## config.mk

```make
export PLATFORM = sky130hd
export DESIGN_NAME = dram_cmd_scheduler
export DESIGN_NICKNAME = d
export VERILOG_FILES = /design/src/rtl/global_defs.sv /design/src/rtl/dram_bank_tracker.sv /design/src/rtl/dram_cmd_scheduler.sv
export SDC_FILE = /design/constraint.sdc
export NUM_CORES = 1
export LEC_CHECK = 0
export CORE_MARGIN = 1.5
export CORE_UTILIZATION = 57
export CTS_BUF_LIST = sky130_fd_sc_hd__clkbuf_8
export CTS_CLUSTER_SIZE = 8
export DETAILED_ROUTE_END_ITERATION = 10
export PLACE_DENSITY = 0.86
export SLEW_MARGIN = 20
export SYNTH_ARGS = -nofsm -noshare
export SYNTH_HDL_FRONTEND = slang
export SYNTH_HIERARCHICAL = 1
export SYNTH_SLANG_ARGS = --single-unit
```

## constraint.sdc

```tcl
create_clock -name CPU_clock -period 13.4 [get_ports CPU_clock]
set_clock_uncertainty 0.05 [all_clocks]
set_input_delay 2.01 -clock CPU_clock [delete_from_list [all_inputs] [get_ports CPU_clock]]
set_output_delay 2.01 -clock CPU_clock [all_outputs]
set_load 0.03 [all_outputs]
```

## src/rtl/global_defs.sv

```systemverilog
// Shared types and constants for the DRAM command path: command encoding, address map,
// scheduler states, default DDR4 timing and the request record popped from the parser FIFO.
package global_defs;

   localparam int unsigned NUM_BANKS  = 16;
   localparam int unsigned BANK_IDX_W = 4;
   localparam int unsigned ROW_W      = 16;
   localparam int unsigned COL_W      = 11;

   localparam int unsigned ADDR_ROW_MSB    = 33;
   localparam int unsigned ADDR_ROW_LSB    = 18;
   localparam int unsigned ADDR_COL_HI_MSB = 17;
   localparam int unsigned ADDR_COL_HI_LSB = 10;
   localparam int unsigned ADDR_BANK_MSB   = 9;
   localparam int unsigned ADDR_BANK_LSB   = 8;
   localparam int unsigned ADDR_BG_MSB     = 7;
   localparam int unsigned ADDR_BG_LSB     = 6;
   localparam int unsigned ADDR_COL_LO_MSB = 5;
   localparam int unsigned ADDR_COL_LO_LSB = 3;

   localparam int unsigned DEF_T_RCD   = 24;
   localparam int unsigned DEF_T_CL    = 24;
   localparam int unsigned DEF_T_CWD   = 20;
   localparam int unsigned DEF_T_RP    = 24;
   localparam int unsigned DEF_T_RAS   = 52;
   localparam int unsigned DEF_T_BURST = 4;
   localparam int unsigned DEF_T_WR    = 20;
   localparam int unsigned DEF_T_RTP   = 12;
   localparam int unsigned DEF_CNT_W   = 8;

   typedef enum logic [2:0] {
      CmdNop = 3'd0,
      CmdAct = 3'd1,
      CmdPre = 3'd2,
      CmdRd  = 3'd3,
      CmdWr  = 3'd4
   } dram_cmd_e;

   typedef enum logic [2:0] {
      StIdle, StDecide, StPre, StPreWait, StAct, StActWait, StCas, StCasWait
   } sched_state_e;

   typedef struct packed {
      logic [31:0] CPU_clock_count;
      logic [1:0]  opcode;
      logic [33:0] address;
   } parser_out_struct;

endpackage

```

## src/rtl/dram_bank_tracker.sv

```systemverilog
// Open-row table for all banks plus a per-bank "earliest PRE" countdown. Counters hold
// (remaining DRAM edges - 1), so a zero count means PRE may issue on the current DRAM edge.
module dram_bank_tracker
   import global_defs::*;
#(
   parameter int unsigned CNT_W = DEF_CNT_W
) (
   input  logic                  CPU_clock,
   input  logic                  rst,
   input  logic                  tick,
   input  logic [BANK_IDX_W-1:0] lookup_bank,
   input  logic [ROW_W-1:0]      lookup_row,
   output logic                  hit,
   output logic                  closed,
   output logic                  conflict,
   output logic                  pre_ok,
   input  logic                  upd_valid,
   input  dram_cmd_e             upd_cmd,
   input  logic [BANK_IDX_W-1:0] upd_bank,
   input  logic [ROW_W-1:0]      upd_row,
   input  logic [CNT_W-1:0]      upd_cnt
);

   logic [NUM_BANKS-1:0] open_q, open_d;
   logic [ROW_W-1:0]     row_q [NUM_BANKS];
   logic [ROW_W-1:0]     row_d [NUM_BANKS];
   logic [CNT_W-1:0]     cnt_q [NUM_BANKS];
   logic [CNT_W-1:0]     cnt_d [NUM_BANKS];
   logic [CNT_W-1:0]     dec   [NUM_BANKS];

   always_comb begin
      for (int i = 0; i < NUM_BANKS; i++) begin
         open_d[i] = open_q[i];
         row_d[i]  = row_q[i];
         dec[i]    = (tick && cnt_q[i] != '0) ? cnt_q[i] - CNT_W'(1) : cnt_q[i];
         cnt_d[i]  = dec[i];
         // A load on a ticking edge keeps whichever constraint ends later.
         if (upd_valid && upd_bank == BANK_IDX_W'(i)) begin
            case (upd_cmd)
               CmdAct: begin
                  open_d[i] = 1'b1;
                  row_d[i]  = upd_row;
                  cnt_d[i]  = (dec[i] > upd_cnt) ? dec[i] : upd_cnt;
               end
               CmdPre: open_d[i] = 1'b0;
               CmdRd, CmdWr: cnt_d[i] = (dec[i] > upd_cnt) ? dec[i] : upd_cnt;
               default: ;
            endcase
         end
      end
   end

   always_ff @(posedge CPU_clock or posedge rst) begin
      if (rst) begin
         open_q <= '0;
         for (int i = 0; i < NUM_BANKS; i++) begin
            row_q[i] <= '0;
            cnt_q[i] <= '0;
         end
      end else begin
         open_q <= open_d;
         row_q  <= row_d;
         cnt_q  <= cnt_d;
      end
   end

   assign closed   = !open_q[lookup_bank];
   assign hit      = open_q[lookup_bank] && (row_q[lookup_bank] == lookup_row);
   assign conflict = open_q[lookup_bank] && (row_q[lookup_bank] != lookup_row);
   assign pre_ok   = (cnt_q[lookup_bank] == '0);

endmodule

```

## src/rtl/dram_cmd_scheduler.sv

```systemverilog
// In-order DRAM command scheduler: pops one request, opens/closes rows as needed and issues
// ACT/PRE/RD/WR on DRAM edges (every other CPU cycle) with the configured timing gaps.
module dram_cmd_scheduler
   import global_defs::*;
#(
   parameter int unsigned T_RCD   = DEF_T_RCD,
   parameter int unsigned T_CL    = DEF_T_CL,
   parameter int unsigned T_CWD   = DEF_T_CWD,
   parameter int unsigned T_RP    = DEF_T_RP,
   parameter int unsigned T_RAS   = DEF_T_RAS,
   parameter int unsigned T_BURST = DEF_T_BURST,
   parameter int unsigned T_WR    = DEF_T_WR,
   parameter int unsigned T_RTP   = DEF_T_RTP,
   parameter int unsigned CNT_W   = DEF_CNT_W
) (
   input  logic                   CPU_clock,
   input  logic                   rst,
   input  parser_out_struct       fifo_output,
   input  logic                   empty,
   output logic                   exit_flag,
   output logic                   cmd_valid,
   output dram_cmd_e              cmd,
   output logic [1:0]             cmd_bg,
   output logic [1:0]             cmd_bank,
   output logic [ROW_W-1:0]       cmd_row,
   output logic [COL_W-1:0]       cmd_col,
   output logic                   busy
);

   sched_state_e     state_q, state_d;
   logic             phase_q;
   parser_out_struct req_q;
   logic [CNT_W-1:0] wait_q, wait_load, upd_cnt;
   logic [1:0]       bg_q, bank_q;
   logic [ROW_W-1:0] row_q;
   logic [COL_W-1:0] col_q;
   logic [1:0]       req_bg, req_bank;
   logic [ROW_W-1:0] req_row;
   logic [COL_W-1:0] req_col;
   logic             req_is_rd, req_is_wr;
   logic             hit, closed, conflict, pre_ok;
   dram_cmd_e        issue_cmd;
   logic             unused_bits;

   assign req_row   = req_q.address[ADDR_ROW_MSB:ADDR_ROW_LSB];
   assign req_bg    = req_q.address[ADDR_BG_MSB:ADDR_BG_LSB];
   assign req_bank  = req_q.address[ADDR_BANK_MSB:ADDR_BANK_LSB];
   assign req_col   = {req_q.address[ADDR_COL_HI_MSB:ADDR_COL_HI_LSB],
                       req_q.address[ADDR_COL_LO_MSB:ADDR_COL_LO_LSB]};
   assign req_is_rd = (req_q.opcode == 2'd0) || (req_q.opcode == 2'd2);
   assign req_is_wr = (req_q.opcode == 2'd1);
   assign unused_bits = ^{req_q.CPU_clock_count, req_q.address[2:0]};

   dram_bank_tracker #(
      .CNT_W (CNT_W)
   ) u_tracker (
      .CPU_clock   (CPU_clock),
      .rst         (rst),
      .tick        (phase_q),
      .lookup_bank ({req_bg, req_bank}),
      .lookup_row  (req_row),
      .hit         (hit),
      .closed      (closed),
      .conflict    (conflict),
      .pre_ok      (pre_ok),
      .upd_valid   (cmd_valid),
      .upd_cmd     (issue_cmd),
      .upd_bank    ({req_bg, req_bank}),
      .upd_row     (req_row),
      .upd_cnt     (upd_cnt)
   );

   always_ff @(posedge CPU_clock or posedge rst) begin
      if (rst) state_q <= StIdle;
      else     state_q <= state_d;
   end

   // Wait states leave on the CPU cycle before the target DRAM edge, so the follow-on
   // command lands exactly N DRAM cycles after the one that loaded the wait.
   always_comb begin
      state_d = state_q;
      case (state_q)
         StIdle:    if (!empty && phase_q) state_d = StDecide;
         StDecide: begin
            if (!(req_is_rd || req_is_wr)) state_d = StIdle;
            else if (hit)                  state_d = StCas;
            else if (closed)               state_d = StAct;
            else if (conflict)             state_d = StPre;
         end
         StPre:     if (phase_q && pre_ok)         state_d = StPreWait;
         StPreWait: if (!phase_q && wait_q == '0) state_d = StAct;
         StAct:     if (phase_q)                   state_d = StActWait;
         StActWait: if (!phase_q && wait_q == '0) state_d = StCas;
         StCas:     if (phase_q)                   state_d = StCasWait;
         StCasWait: if (!phase_q && wait_q == '0) state_d = StIdle;
         default:   state_d = StIdle;
      endcase
   end

   always_comb begin
      exit_flag = (state_q == StIdle) && !empty && phase_q;
      busy      = (state_q != StIdle);
      issue_cmd = CmdNop;
      if (phase_q) begin
         case (state_q)
            StPre:   if (pre_ok) issue_cmd = CmdPre;
            StAct:   issue_cmd = CmdAct;
            StCas:   issue_cmd = req_is_wr ? CmdWr : CmdRd;
            default: ;
         endcase
      end
      cmd_valid = (issue_cmd != CmdNop);
      cmd       = issue_cmd;
      cmd_bg    = cmd_valid ? req_bg   : bg_q;
      cmd_bank  = cmd_valid ? req_bank : bank_q;
      cmd_row   = cmd_valid ? req_row  : row_q;
      cmd_col   = cmd_valid ? req_col  : col_q;
   end

   always_comb begin
      wait_load = '0;
      upd_cnt   = '0;
      case (issue_cmd)
         CmdPre: wait_load = CNT_W'(T_RP - 1);
         CmdAct: begin
            wait_load = CNT_W'(T_RCD - 1);
            upd_cnt   = CNT_W'(T_RAS - 1);
         end
         CmdRd: begin
            wait_load = CNT_W'(T_CL + T_BURST - 1);
            upd_cnt   = CNT_W'(T_RTP - 1);
         end
         CmdWr: begin
            wait_load = CNT_W'(T_CWD + T_BURST - 1);
            upd_cnt   = CNT_W'(T_CWD + T_BURST + T_WR - 1);
         end
         default: ;
      endcase
   end

   always_ff @(posedge CPU_clock or posedge rst) begin
      if (rst) begin
         phase_q <= 1'b0;
         req_q   <= '0;
         wait_q  <= '0;
         bg_q    <= '0;
         bank_q  <= '0;
         row_q   <= '0;
         col_q   <= '0;
      end else begin
         phase_q <= ~phase_q;
         if (exit_flag) req_q <= fifo_output;
         if (cmd_valid) begin
            wait_q <= wait_load;
            bg_q   <= req_bg;
            bank_q <= req_bank;
            row_q  <= req_row;
            col_q  <= req_col;
         end else if (phase_q && wait_q != '0) begin
            wait_q <= wait_q - CNT_W'(1);
         end
      end
   end

endmodule

```

==> Flow_metrics.wiki, run 1 <==
{| class="wikitable"
! Metric !! Value
|-
| Yosys synthesis warning count || 6
|-
| Kind of cell with the highest combined delay on the critical path || buffers and inverters
|-
| Clock latency on the worst-skew pair || 0.66 ns
|-
| Pwr dens || between 150 and 200 nW/um2
|-
| Grt ovf || 0
|-
| Yosys reg bits || roughly 480
|-
| TritonCTS buffer count || 77
|-
| Unrepaired setup endpoints after global routing || false
|-
| Post-cts resize count || 0
|-
| Result of the run || complete, no violations
|-
| Final Worst Setup Slack || about 5.6 ns
|-
| Non-Filler Cell Area, Final || slightly below 30,000 um2
|-
| Maximum buffer depth of the clock tree || 3
|-
| CTS tree || done
|-
| Metal-1 WL || between 20,000 and 30,000 um
|-
| Nets || around 2,500
|-
| Final max-slew violation count || 0
|-
| Core Footprint || between 40,000 and 50,000 um2
|-
| Num ports || around 110
|-
| Total met3 wirelength after detailed routing || between 2000 and 3000 um
|-
| Number of cells on the worst reg-to-reg path || 13
|-
| Vias per Instance || between 6 and 7
|-
| Cell with the largest stage delay on the worst path || sky130_fd_sc_hd__dfrtp_4
|-
| Shortest clock period the worst path allows after layout || 7.79 ns
|-
| Total global routing track utilization || 26.8%
|-
| CP endpoint kind || output pin
|-
| Die Height || around 220 um
|-
| Crit path cell chain || buf_4, nand2_1, o22a_1, mux4_2, mux2i_1, a21o_1, nand2_2, inv_1, clkdlybuf4s50_1
|-
| Starting density of the core || between 50% and 60%
|-
| Final weighted congestion in routability-driven placement || between 0.8 and 0.9
|-
| Reg-to-Reg End || u_tracker/cnt_q[37]
|-
| Post-route DRC violation count || 0
|-
| Wire length of the first global-routing pass || about 100,000 um
|-
| Number of iterations in the first detailed-routing pass || 5
|-
| ANT cells || 0
|-
| Top routing layer used || met4
|-
| Wire length after detailed routing || between 60,000 and 70,000 um
|-
| Area Overhead vs Synth || 11.1%
|-
| Setup slack, reg-to-reg || 6.96 ns
|-
| Filler cell count in the final layout || about 3,200
|-
| CTS Sinks || between 400 and 500
|-
| Final Cycle Share || about three fifths
|-
| Post-route ant nets || 0
|-
| Port Buffers || roughly 70
|-
| First element of the critical path || req_bank[0]
|-
| Part of the Yosys area used for sequential elements || approximately 45%
|-
| CP startpoint kind || flop
|-
| Beginning of the worst register-to-register path || req_bank[0]
|-
| Setup TNS || 0 ns
|-
| Final setup violation count || 0
|-
| Met2 routed wirelength || between 30,000 and 40,000 um
|-
| Routed wire length per instance || 21.7 um
|-
| Synth Flop Type || sky130_fd_sc_hd__dfrtp_1
|-
| Clock-pin slew of the registers on the worst-case setup and hold paths || 0.06 ns
|-
| Number of standard cells after synthesis || 2,101
|-
| Path type of the worst setup path || reg2out
|-
| Cell area after technology mapping || approximately 26,000 um2
|-
| Detailed placement HPWL || 39,100 um
|-
| H-tree depth || 3
|-
| Area post-placement || ~28,000 um2
|-
| Number of distinct library cell variants in the gate-level netlist after synthesis || 64
|-
| Classification of the worst-slack hold path || reg2reg
|-
| Width of the die || between 200 and 250 um
|-
| Number of buffers added for setup after CTS || 0
|-
| Via count || ~18,000
|-
| DRT iter0 DRCs || 1,304
|-
| Termination of the worst setup path || cmd_valid
|-
| Signal arrival time at the worst endpoint || about 5.7 ns
|-
| Crit-path max cell delay || approximately 0.87 ns
|-
| CTS Root Cell || sky130_fd_sc_hd__clkbuf_8
|-
| Biggest fanout along the worst timing path || 49
|-
| Number of flops mapped to enable cells by yosys || 0
|-
| DIE AREA || ~48,000 um2
|-
| Share of cells above drive strength 1 || between 30% and 40%
|-
| Worst slew pin tran || 1.02 ns
|-
| Worst path required time || roughly 11 ns
|-
| Worst slack after detailed placement || roughly 6.2 ns
|-
| Final Hold Violating Endpoints || 0
|-
| Antenna violations before repair || 0
|-
| Peak supply drop || around 0.12 mV
|-
| Number of buffers inserted for hold repair after clock tree synthesis || 0
|-
| Synthesized area divided by synthesized cell count || 12.6 um2
|-
| Via count of the first global-routing pass || around 19,000
|-
| Slew headroom || around 32%
|-
| Buffers & Inverters on Critical Path || 3
|-
| Stages on worst setup path || 9
|-
| Fraction of registers with async set/reset || 100%
|-
| Maximum number of pins on one net before global-route repair || 120
|-
| Maximum frequency from static timing analysis || 128 MHz
|-
| Site row count || 78
|-
| Max_cap viols || 0
|-
| Static leakage || approximately 13 nW
|}
==> worst reg2reg max path, cell delays in order (launching register included) <==
cell and delay, ns:
sky130_fd_sc_hd__dfrtp_4 0.87, sky130_fd_sc_hd__buf_4 0.82, sky130_fd_sc_hd__nand2_1 0.16, sky130_fd_sc_hd__o22a_1 0.26, sky130_fd_sc_hd__mux4_2 0.52, sky130_fd_sc_hd__mux2i_1 0.34, sky130_fd_sc_hd__a21o_1 0.19, sky130_fd_sc_hd__nand2_2 0.56
sky130_fd_sc_hd__inv_1 0.59, sky130_fd_sc_hd__nand2_1 0.10, sky130_fd_sc_hd__nor2_1 0.30, sky130_fd_sc_hd__nand3_1 0.38, sky130_fd_sc_hd__a211oi_2 0.76, sky130_fd_sc_hd__mux2_2 0.42
==> layout make-up <==
type / count / area (um2) / share of cell area (%)
Timing Repair Buffer: 102 / 957 / 3.26
Tap cell: 600 / 751 / 2.56
Inverter: 69 / 268 / 0.912
Clock buffer: 92 / 1270 / 4.31
Sequential cell: 476 / 11900 / 40.6
Multi-Input combinational cell: 1493 / 14000 / 47.6
Clock inverter: 35 / 220 / 0.750
==> cells in the final DEF (no fill, tap or decap), drive strengths merged, types with 8 or more instances in the layout <==
master and n:
nor2 74, o22a 13, nand2 70, nand3 15, ha 162, dfrtp 476, a21oi 57, nor2b 21
mux4 67, mux2 436, o21ai 50, mux2i 46, nor3 50, a211oi 16, nor4 32, nand2b 33
or4 14, buf 30, inv 96, a21bo 8, nor4b 9, xor2 75, clkdlybuf4s50 72, conb 24
or2 17, xnor2 80, a21o 35, clkbuf 92, nand4 36
==> power breakdown <==
part / switching (mW) / total, mW / internal (mW)
Combinational: 1.03 / 1.98 / 0.945
Sequential: 0.301 / 2.03 / 1.73
Clock: 0.591 / 1.24 / 0.644
==> worst min path at each step <==
stage	startpoint	endpoint	slack (ns)	cells past startpoint
after global placement	row_q[10]	row_q[10]	0.43	1
after floorplan	u_tracker/row_q[212]	u_tracker/row_q[212]	0.42	1
after detailed placement	row_q[4]	row_q[4]	0.43	1
final	row_q[4]	row_q[4]	0.44	1
after global routing	row_q[3]	row_q[3]	0.46	1
after CTS	row_q[4]	row_q[4]	0.44	1
==> state kept, by name, indices dropped and copies added, names as in the netlist, 2 cells and up <==
| name | cells |
|---|---|
| bg_q | 2 |
| col_q | 11 |
| req_col | 11 |
| req_bank | 2 |
| req_bg | 2 |
| req_q | 18 |
| bank_q | 2 |
| u_tracker/open_q | 16 |
| u_tracker/row_q | 256 |
| wait_q | 8 |
| row_q | 16 |
| state_q | 3 |
| u_tracker/cnt_q | 128 |
==> metal layers <==
metal  track usage [%]  up-vias
met5                 0        -
met4              10.6        0
met3              4.23      157
met2              46.1      516
met1              33.9     9064
li1                  -     7906
==> stage by stage <==
stage               instances  hold slack [ns]  total power, mW  utilization, %
floorplan                2124            0.420             3.46               -
global placement         2740            0.427             3.84            61.1
detailed placement       2740            0.431             3.99            61.1
CTS                      2867            0.444             5.25            64.4
global route             2867            0.456             5.60            64.4
finish                   2867            0.439             5.24            64.4
==> Yosys cell counts, types with 2 or more instances <==
| library cell | n | area share (%) |
|---|---|---|
| sky130_fd_sc_hd__o22a_1 | 13 | 0.43 |
| sky130_fd_sc_hd__a32oi_1 | 4 | 0.13 |
| sky130_fd_sc_hd__buf_1 | 2 | 0.028 |
| sky130_fd_sc_hd__xor2_1 | 75 | 2.5 |
| sky130_fd_sc_hd__a21oi_1 | 57 | 1.1 |
| sky130_fd_sc_hd__a211oi_2 | 16 | 0.76 |
| sky130_fd_sc_hd__a21o_1 | 35 | 0.99 |
| sky130_fd_sc_hd__xnor2_1 | 80 | 2.7 |
| sky130_fd_sc_hd__nor2_1 | 73 | 1.0 |
| sky130_fd_sc_hd__nand3_1 | 15 | 0.28 |
| sky130_fd_sc_hd__nand2_1 | 69 | 0.98 |
| sky130_fd_sc_hd__nor2b_1 | 21 | 0.50 |
| sky130_fd_sc_hd__or4_1 | 13 | 0.37 |
| sky130_fd_sc_hd__a31oi_1 | 2 | 0.047 |
| sky130_fd_sc_hd__o22ai_1 | 5 | 0.12 |
| sky130_fd_sc_hd__and3_1 | 2 | 0.047 |
| sky130_fd_sc_hd__or2_2 | 17 | 0.40 |
| sky130_fd_sc_hd__inv_1 | 69 | 0.98 |
| sky130_fd_sc_hd__o21ai_0 | 48 | 0.91 |
| sky130_fd_sc_hd__nor3_1 | 49 | 0.93 |
| sky130_fd_sc_hd__clkbuf_1 | 45 | 0.64 |
| sky130_fd_sc_hd__and2_1 | 3 | 0.071 |
| sky130_fd_sc_hd__buf_6 | 3 | 0.13 |
| sky130_fd_sc_hd__dfrtp_1 | 476 | 45 |
| sky130_fd_sc_hd__or3b_2 | 3 | 0.099 |
| sky130_fd_sc_hd__nor3b_1 | 2 | 0.057 |
| sky130_fd_sc_hd__a221oi_1 | 2 | 0.066 |
| sky130_fd_sc_hd__mux4_2 | 66 | 5.6 |
| sky130_fd_sc_hd__mux2i_1 | 46 | 1.7 |
| sky130_fd_sc_hd__nor4_1 | 30 | 0.71 |
| sky130_fd_sc_hd__nand3b_1 | 6 | 0.17 |
| sky130_fd_sc_hd__nor4_2 | 2 | 0.095 |
| sky130_fd_sc_hd__a21boi_1 | 6 | 0.17 |
| sky130_fd_sc_hd__buf_2 | 27 | 0.51 |
| sky130_fd_sc_hd__a41oi_1 | 3 | 0.099 |
| sky130_fd_sc_hd__nor4b_1 | 9 | 0.30 |
| sky130_fd_sc_hd__a21bo_2 | 8 | 0.30 |
| sky130_fd_sc_hd__nand4_1 | 36 | 0.85 |
| sky130_fd_sc_hd__nand2b_1 | 33 | 0.78 |
| sky130_fd_sc_hd__buf_4 | 8 | 0.23 |
| sky130_fd_sc_hd__mux2_2 | 435 | 19 |
| sky130_fd_sc_hd__o31ai_1 | 3 | 0.085 |
| sky130_fd_sc_hd__o21ai_1 | 2 | 0.038 |
| sky130_fd_sc_hd__ha_1 | 162 | 7.7 |
==> cell families after synthesis <==
| logic type | count (synthesis) | share of synthesized area (%) |
|---|---|---|
| xor+xnor | 155 | 5.14 |
| compound gates | 209 | 5.42 |
| flops | 476 | 45.1 |
| mux | 549 | 26.0 |
| simple gates | 394 | 8.09 |
| fa+ha+maj | 162 | 7.67 |
| buf+inv | 155 | 2.57 |
| other cells | 1 | 0.0142 |
No activity file was read; power rests on OpenSTA's default activity.
==> inputs of run 2 (changes only) <==
==> constraint.sdc (replaced) <==
create_clock -name CPU_clock -period 7.1 [get_ports CPU_clock]
set_clock_uncertainty 0.05 [all_clocks]
set_input_delay 1.065 -clock CPU_clock [delete_from_list [all_inputs] [get_ports CPU_clock]]
set_output_delay 1.065 -clock CPU_clock [all_outputs]
set_load 0.03 [all_outputs]
==> Flow_metrics.wiki, run 2 (synthesized netlist as in run 1, its figures left out) <==
{| class="wikitable"
! Metric !! Value
|-
| Vias per Instance || 6.19 (+0.53%)
|-
| Setup slack, reg-to-reg || 1.81 ns (-5.15 ns)
|-
| Antenna violations before repair || 0 (unchanged)
|-
| Fraction of power consumed by combinational cells || 37.7% (about the same)
|-
| ANT cells || 0 (unchanged)
|-
| CTS tree || done
|-
| Shortest clock period the worst path allows after layout || slightly below 6 ns
|-
| Cell with the largest stage delay on the worst path || sky130_fd_sc_hd__clkdlybuf4s50_1
|-
| Number of buffers added for setup after CTS || 0 (unchanged)
|-
| Final max-slew violation count || 0 (unchanged)
|-
| Met2 routed wirelength || 32,400 um (+3.1%)
|-
| H-tree depth || 3 (unchanged)
|-
| Top routing layer used || met4
|-
| Site row count || 78 (unchanged)
|-
| Switching part of the total power || 37.0% (+0.30 points)
|-
| CTS Sinks || 476 (unchanged)
|-
| Wire length after detailed routing || 64,500 um (+3.6%)
|-
| Biggest fanout along the worst timing path || 35 (-29%)
|-
| CTS Root Cell || sky130_fd_sc_hd__clkbuf_8
|-
| Post-route DRC violation count || 0 (unchanged)
|-
| Final Hold Violating Endpoints || 0 (unchanged)
|-
| Port Buffers || 72 (unchanged)
|-
| Path type of the worst setup path || reg2out
|-
| Width of the die || 218 um (unchanged)
|-
| Clock-pin slew of the registers on the worst-case setup and hold paths || 0.06 ns (about the same)
|-
| Commonest cells after routing, fill and taps aside || sky130_fd_sc_hd__dfrtp_1 (473), sky130_fd_sc_hd__mux2_2 (435), sky130_fd_sc_hd__ha_1 (162)
|-
| Final setup violation count || 0 (unchanged)
|-
| Result of the run || complete, no violations
|-
| Maximum buffer depth of the clock tree || 3 (unchanged)
|-
| Detailed placement HPWL || 40,100 um (+2.4%)
|-
| Via count || 17,779 (+0.77%)
|-
| Sequential group share of total power || 39.2% (+0.4 points)
|-
| Routed wire length per instance || 22.4 um (+3.3%)
|-
| Post-cts resize count || 0 (unchanged)
|-
| Setup TNS || 0 ns (unchanged)
|-
| CP endpoint kind || output pin
|-
| Crit-path max cell delay || 0.70 ns (-0.17 ns)
|-
| Die Height || 218 um (unchanged)
|-
| Number of buffers inserted for hold repair after clock tree synthesis || 0 (unchanged)
|-
| Slew headroom || 31.8% (-0.27 points)
|-
| Starting density of the core || 58.0% (unchanged)
|-
| Share of cells above drive strength 1 || 30.8% (-0.27 points)
|-
| Metal-1 WL || 25,900 um (-0.40%)
|-
| Number of iterations in the first detailed-routing pass || 5 (unchanged)
|-
| Unrepaired setup endpoints after global routing || false
|-
| Psw || 3.64 mW (+89%)
|-
| Total met3 wirelength after detailed routing || 3410 um (+18%)
|-
| Max_cap viols || 0 (unchanged)
|-
| Final weighted congestion in routability-driven placement || 0.868 (-1.6%)
|-
| CP startpoint kind || flop
|-
| Crit path cell chain || or4_1, nor3_1, nor4b_1, a41oi_1, mux4_2, mux2i_1, a21o_1, nand2_2, buf_4, mux2_2, clkdlybuf4s50_1
|-
| Register name with the most flops || u_tracker/row_q
|-
| Pwr dens || 336 nW/um2 (+88%)
|-
| Maximum frequency from static timing analysis || about 170 MHz
|-
| DIE AREA || 47,700 um2 (unchanged)
|-
| Internal power consumption || 6.21 mW (+87%)
|-
| Classification of the worst-slack hold path || reg2reg
|-
| Maximum number of pins on one net before global-route repair || 173 (+44%)
|-
| Num ports || 108 (unchanged)
|-
| Peak supply drop || 0.298 mV (+150%)
|-
| Number of flip-flops under the largest register name || 256 (unchanged)
|-
| Total global routing track utilization || 27.9% (+1.1 points)
|-
| Post-route ant nets || 0 (unchanged)
|-
| Most frequent standard cell in the layout excluding fill and tap cells || sky130_fd_sc_hd__dfrtp_1
|-
| Via count of the first global-routing pass || 19,529 (+2.7%)
|-
| TritonCTS buffer count || 78 (+1.3%)
|-
| Final Cycle Share || 83.9%
|-
| Nets || 2,459 (+0.29%)
|-
| Grt ovf || 0 (unchanged)
|-
| Leading registers by flop count || u_tracker/row_q: 256 flops, u_tracker/cnt_q: 128 flops, req_q: 18 flops
|-
| Worst slew pin tran || 1.02 ns (+0.00658 ns)
|-
| Static leakage || 13.4 nW (+0.17%)
|-
| Sum of internal, switching and leakage power || 9.85 mW (+88%)
|-
| Wire length of the first global-routing pass || 104,000 um (+3.6%)
|-
| Worst path required time || 5.98 ns (-5.36 ns)
|-
| Portion of total power attributed to the clock network || 23.0% (-0.6 points)
|-
| Area Overhead vs Synth || 11.0%
|-
| Clock latency on the worst-skew pair || 0.68 ns (+0.02 ns)
|-
| Signal arrival time at the worst endpoint || 4.84 ns (-0.89 ns)
|-
| Core Footprint || 45,600 um2 (unchanged)
|-
| DRT iter0 DRCs || 1,188 (-8.9%)
|}
run 2: cell count changes in the layout (fill, tap and decap cells not counted), moves of 3 or more:
cell                      change
sky130_fd_sc_hd__inv_1        +6
sky130_fd_sc_hd__nor2_4       -3
sky130_fd_sc_hd__buf_4        +7
sky130_fd_sc_hd__nand3_2      -3
sky130_fd_sc_hd__nand3_1      +3
run 2: layout make-up:
type | count | area [um2]
clock inverter | 38 | 198
inverter | 69 | 264
multi-input combinational | 1493 | 14000
fill | 3210 | 16200
tap | 600 | 751
timing repair buffer | 108 | 1010
sequential | 476 | 11900
clock buffer | 90 | 1240
run 2: final timing paths:
kind	startpoint	end	cells past startpoint
worst max-delay path	u_tracker/cnt_q[43]	cmd_bank[0]	11
max in group asynchronous	rst	u_tracker/cnt_q[100]	4
worst min-delay path	row_q[6]	row_q[6]	1
worst min register to register	row_q[6]	row_q[6]	1
worst max register to register	u_tracker/cnt_q[43]	u_tracker/row_q[74]	15
min in group asynchronous	rst	u_tracker/row_q[219]	2
run 2: metrics by stage:
step	worst slack (ns)	util, %	hold slack [ns]	instance area [um2]	std cells
global route	0.934	64.4	0.455	29300	2874
detailed placement	1.88	61.2	0.435	27900	2746
floorplan	0.599	-	0.420	26500	2124
CTS	1.14	64.3	0.450	29300	2874
finish	1.15	64.4	0.444	29300	2874
global placement	1.90	61.2	0.428	27900	2746
run 2: per-layer routing:
metal | vias to the layer above | global-route usage (%)
met5 | - | 0
met4 | 0 | 13.2
met3 | 217 | 4.82
met2 | 547 | 47.7
met1 | 9097 | 34.4
li1 | 7918 | -
run 2: worst max-delay path: cells and delay by family, from the launching register on:
family / cells / cell delay (ns)
flops: 1 / 0.43
compound gates: 2 / 0.31
mux: 3 / 1.22
buf+inv: 2 / 1.00
simple gates: 4 / 1.17
run 2: power by group through the flow:
stage	Sequential (mW)	Clock [mW]	Combinational, mW
final	3.86	2.27	3.72
after global routing	3.93	2.43	4.13
after CTS	3.85	2.31	3.70
after detailed placement	3.88	0	3.66
after global placement	3.83	0	3.43
after floorplan	3.68	0	2.84
==> inputs of run 3 (changes only) <==
--- a/config.mk
+++ b/config.mk
@@ -6,11 +6,11 @@
 export NUM_CORES = 1
 export LEC_CHECK = 0
 export CORE_MARGIN = 1.5
-export CORE_UTILIZATION = 57
+export CORE_UTILIZATION = 64
 export CTS_BUF_LIST = sky130_fd_sc_hd__clkbuf_8
 export CTS_CLUSTER_SIZE = 8
 export DETAILED_ROUTE_END_ITERATION = 10
-export PLACE_DENSITY = 0.86
+export PLACE_DENSITY = 0.91
 export SLEW_MARGIN = 20
 export SYNTH_ARGS = -nofsm -noshare
 export SYNTH_HDL_FRONTEND = slang
==> constraint.sdc (replaced) <==
create_clock -name CPU_clock -period 5.9 [get_ports CPU_clock]
set_clock_uncertainty 0.05 [all_clocks]
set_input_delay 0.885 -clock CPU_clock [delete_from_list [all_inputs] [get_ports CPU_clock]]
set_output_delay 0.885 -clock CPU_clock [all_outputs]
set_load 0.03 [all_outputs]
==> Flow_metrics.wiki, run 3 (synthesized netlist as in run 1, its figures left out) <==
{| class="wikitable"
! Metric !! Value
|-
| Grt ovf || 0 (unchanged)
|-
| Commonest cells after routing, fill and taps aside || sky130_fd_sc_hd__dfrtp_1 (473), sky130_fd_sc_hd__mux2_2 (435), sky130_fd_sc_hd__ha_1 (162)
|-
| Maximum frequency from static timing analysis || about 170 MHz
|-
| Final setup violation count || 0 (unchanged)
|-
| CP startpoint kind || flop
|-
| CTS Root Cell || sky130_fd_sc_hd__clkbuf_8
|-
| Via count of the first global-routing pass || 19,796 (+1.4%)
|-
| CTS tree || done
|-
| Number of buffers inserted for hold repair after clock tree synthesis || 0 (unchanged)
|-
| Port Buffers || 72 (unchanged)
|-
| CTS Sinks || 476 (unchanged)
|-
| Number of flip-flops under the largest register name || 256 (unchanged)
|-
| Clock-pin slew of the registers on the worst-case setup and hold paths || 0.06 ns (about the same)
|-
| Leading registers by flop count || u_tracker/row_q: 256 flops, u_tracker/cnt_q: 128 flops, req_q: 18 flops
|-
| Width of the die || 206 um (-5.6%)
|-
| Fraction of power consumed by combinational cells || 37.9% (+0.2 points)
|-
| Total global routing track utilization || 32.6% (+4.7 points)
|-
| Final max-slew violation count || 0 (unchanged)
|-
| Num ports || 108 (unchanged)
|-
| Wire length after detailed routing || 67,100 um (+4.0%)
|-
| Wire length of the first global-routing pass || 106,000 um (+1.8%)
|-
| Core Footprint || 40,800 um2 (-10%)
|-
| Shortest clock period the worst path allows after layout || around 5.8 ns
|-
| Switching part of the total power || 37.1% (+0.19 points)
|-
| Number of buffers added for setup after CTS || 0 (unchanged)
|-
| Clock latency on the worst-skew pair || 0.67 ns (about the same)
|-
| Biggest fanout along the worst timing path || 35 (unchanged)
|-
| Crit-path max cell delay || 0.71 ns (about the same)
|-
| Slew headroom || 31.4% (-0.34 points)
|-
| Sequential group share of total power || 38.2% (-1.0 points)
|-
| Routed wire length per instance || 23.8 um (+6.1%)
|-
| Antenna violations before repair || 1 (+1)
|-
| Portion of total power attributed to the clock network || 23.9% (+0.9 points)
|-
| Crit path cell chain || or4_1, nor3_1, nor4b_1, a41oi_1, mux4_2, mux2i_1, a21o_1, nand2_2, buf_4, mux2_2, clkdlybuf4s50_1
|-
| Final Cycle Share || between 90% and 100%
|-
| Number of iterations in the first detailed-routing pass || 5 (unchanged)
|-
| Post-route DRC violation count || 0 (unchanged)
|-
| Worst slew pin tran || 1.03 ns (+0.00509 ns)
|-
| Area Overhead vs Synth || 11.4%
|-
| Starting density of the core || 64.7% (+6.7 points)
|-
| Maximum number of pins on one net before global-route repair || 155 (-10%)
|-
| DIE AREA || 42,500 um2 (-11%)
|-
| DRT iter0 DRCs || 1,340 (+13%)
|-
| H-tree depth || 3 (unchanged)
|-
| Classification of the worst-slack hold path || reg2reg
|-
| Signal arrival time at the worst endpoint || 4.83 ns (about the same)
|-
| Pwr dens || 412 nW/um2 (+23%)
|-
| Detailed placement HPWL || 41,200 um (+2.8%)
|-
| Post-route core utilization || 72.1% (+7.7 points)
|-
| Worst path required time || 4.97 ns (-1.01 ns)
|-
| Share of cells above drive strength 1 || 31.6% (+0.74 points)
|-
| Peak supply drop || 0.334 mV (+12%)
|-
| Static leakage || 13.5 nW (+0.53%)
|-
| Final-layout worst hold slack || 0.449 ns (+0.00529 ns)
|-
| Final weighted congestion in routability-driven placement || 0.883 (+1.8%)
|-
| Internal power consumption || 7.62 mW (+23%)
|-
| Nets || 2,465 (+0.24%)
|-
| Result of the run || complete, no violations
|-
| Cell with the largest stage delay on the worst path || sky130_fd_sc_hd__clkdlybuf4s50_1
|-
| Path type of the worst setup path || reg2out
|-
| Post-cts resize count || 0 (unchanged)
|-
| Final Hold Violating Endpoints || 0 (unchanged)
|-
| Post-route ant nets || 0 (unchanged)
|-
| Register name with the most flops || u_tracker/row_q
|-
| CP endpoint kind || output pin
|-
| Maximum buffer depth of the clock tree || 3 (unchanged)
|-
| Unrepaired setup endpoints after global routing || false
|-
| Most frequent standard cell in the layout excluding fill and tap cells || sky130_fd_sc_hd__dfrtp_1
|-
| Psw || 4.50 mW (+24%)
|-
| Site row count || 74 (-5.1%)
|-
| Vias per Instance || 6.48 (+4.7%)
|-
| Via count || 18,254 (+2.7%)
|-
| TritonCTS buffer count || 79 (+1.3%)
|-
| Max_cap viols || 0 (unchanged)
|-
| Die Height || 206 um (-5.6%)
|}
run 3: power groups by stage:
stage / combinational [mW] / sequential [mW] / clock (mW)
after floorplan: 3.42 / 4.43 / 0
after global placement: 4.14 / 4.59 / 0
after detailed placement: 4.47 / 4.65 / 0
after CTS: 4.55 / 4.61 / 2.93
after global routing: 5.07 / 4.72 / 3.09
final: 4.59 / 4.64 / 2.90
run 3: through the flow:
step	setup TNS, ns	area (um2)	setup slack, ns	power, mW	cells
finish	0	29400	0.139	12.1	2817
global route	0	29400	0.00118	12.9	2817
CTS	0	29400	0.135	12.1	2816
detailed placement	0	27900	0.879	9.13	2683
global placement	0	27900	0.942	8.73	2683
floorplan	-168.31	26500	-0.421	7.85	2124
run 3: critical path: cells and delay by family (launching register included):
family | cells | cell delay (ns)
AO/OA/AOI/OAI | 2 | 0.26
AND/OR/NAND/NOR | 4 | 1.31
flip-flops | 1 | 0.43
buffers and inverters | 2 | 1.00
multiplexers | 3 | 1.14
run 3: final cells by class:
cell class	count	area [um2]
multi-input combinational	1493	14000
sequential	476	11900
fill	2452	11400
clock buffer	96	1320
timing repair buffer	113	1070
tap	532	666
inverter	69	264
clock inverter	37	226
antenna	1	2.50
run 3: layer usage:
metal	global-route usage, %	up-vias	share of wire, %
met2	54.8	754	50
met4	17.1	0	4.8
li1	-	7929	-
met1	39.9	9305	39
met3	6.48	266	6.2
met5	0	-	0
run 3: final timing paths:
path | start | end | slack [ns] | cells past startpoint
min | row_q[6] | row_q[6] | 0.45 | 1
max | u_tracker/cnt_q[74] | cmd_col[9] | 0.14 | 11
min in group asynchronous | rst | req_col[8] | 0.76 | 2
max in group asynchronous | rst | u_tracker/cnt_q[83] | 3.63 | 3
max reg2reg | u_tracker/cnt_q[74] | u_tracker/cnt_q[101] | 0.69 | 13
min reg2reg | row_q[6] | row_q[6] | 0.45 | 1
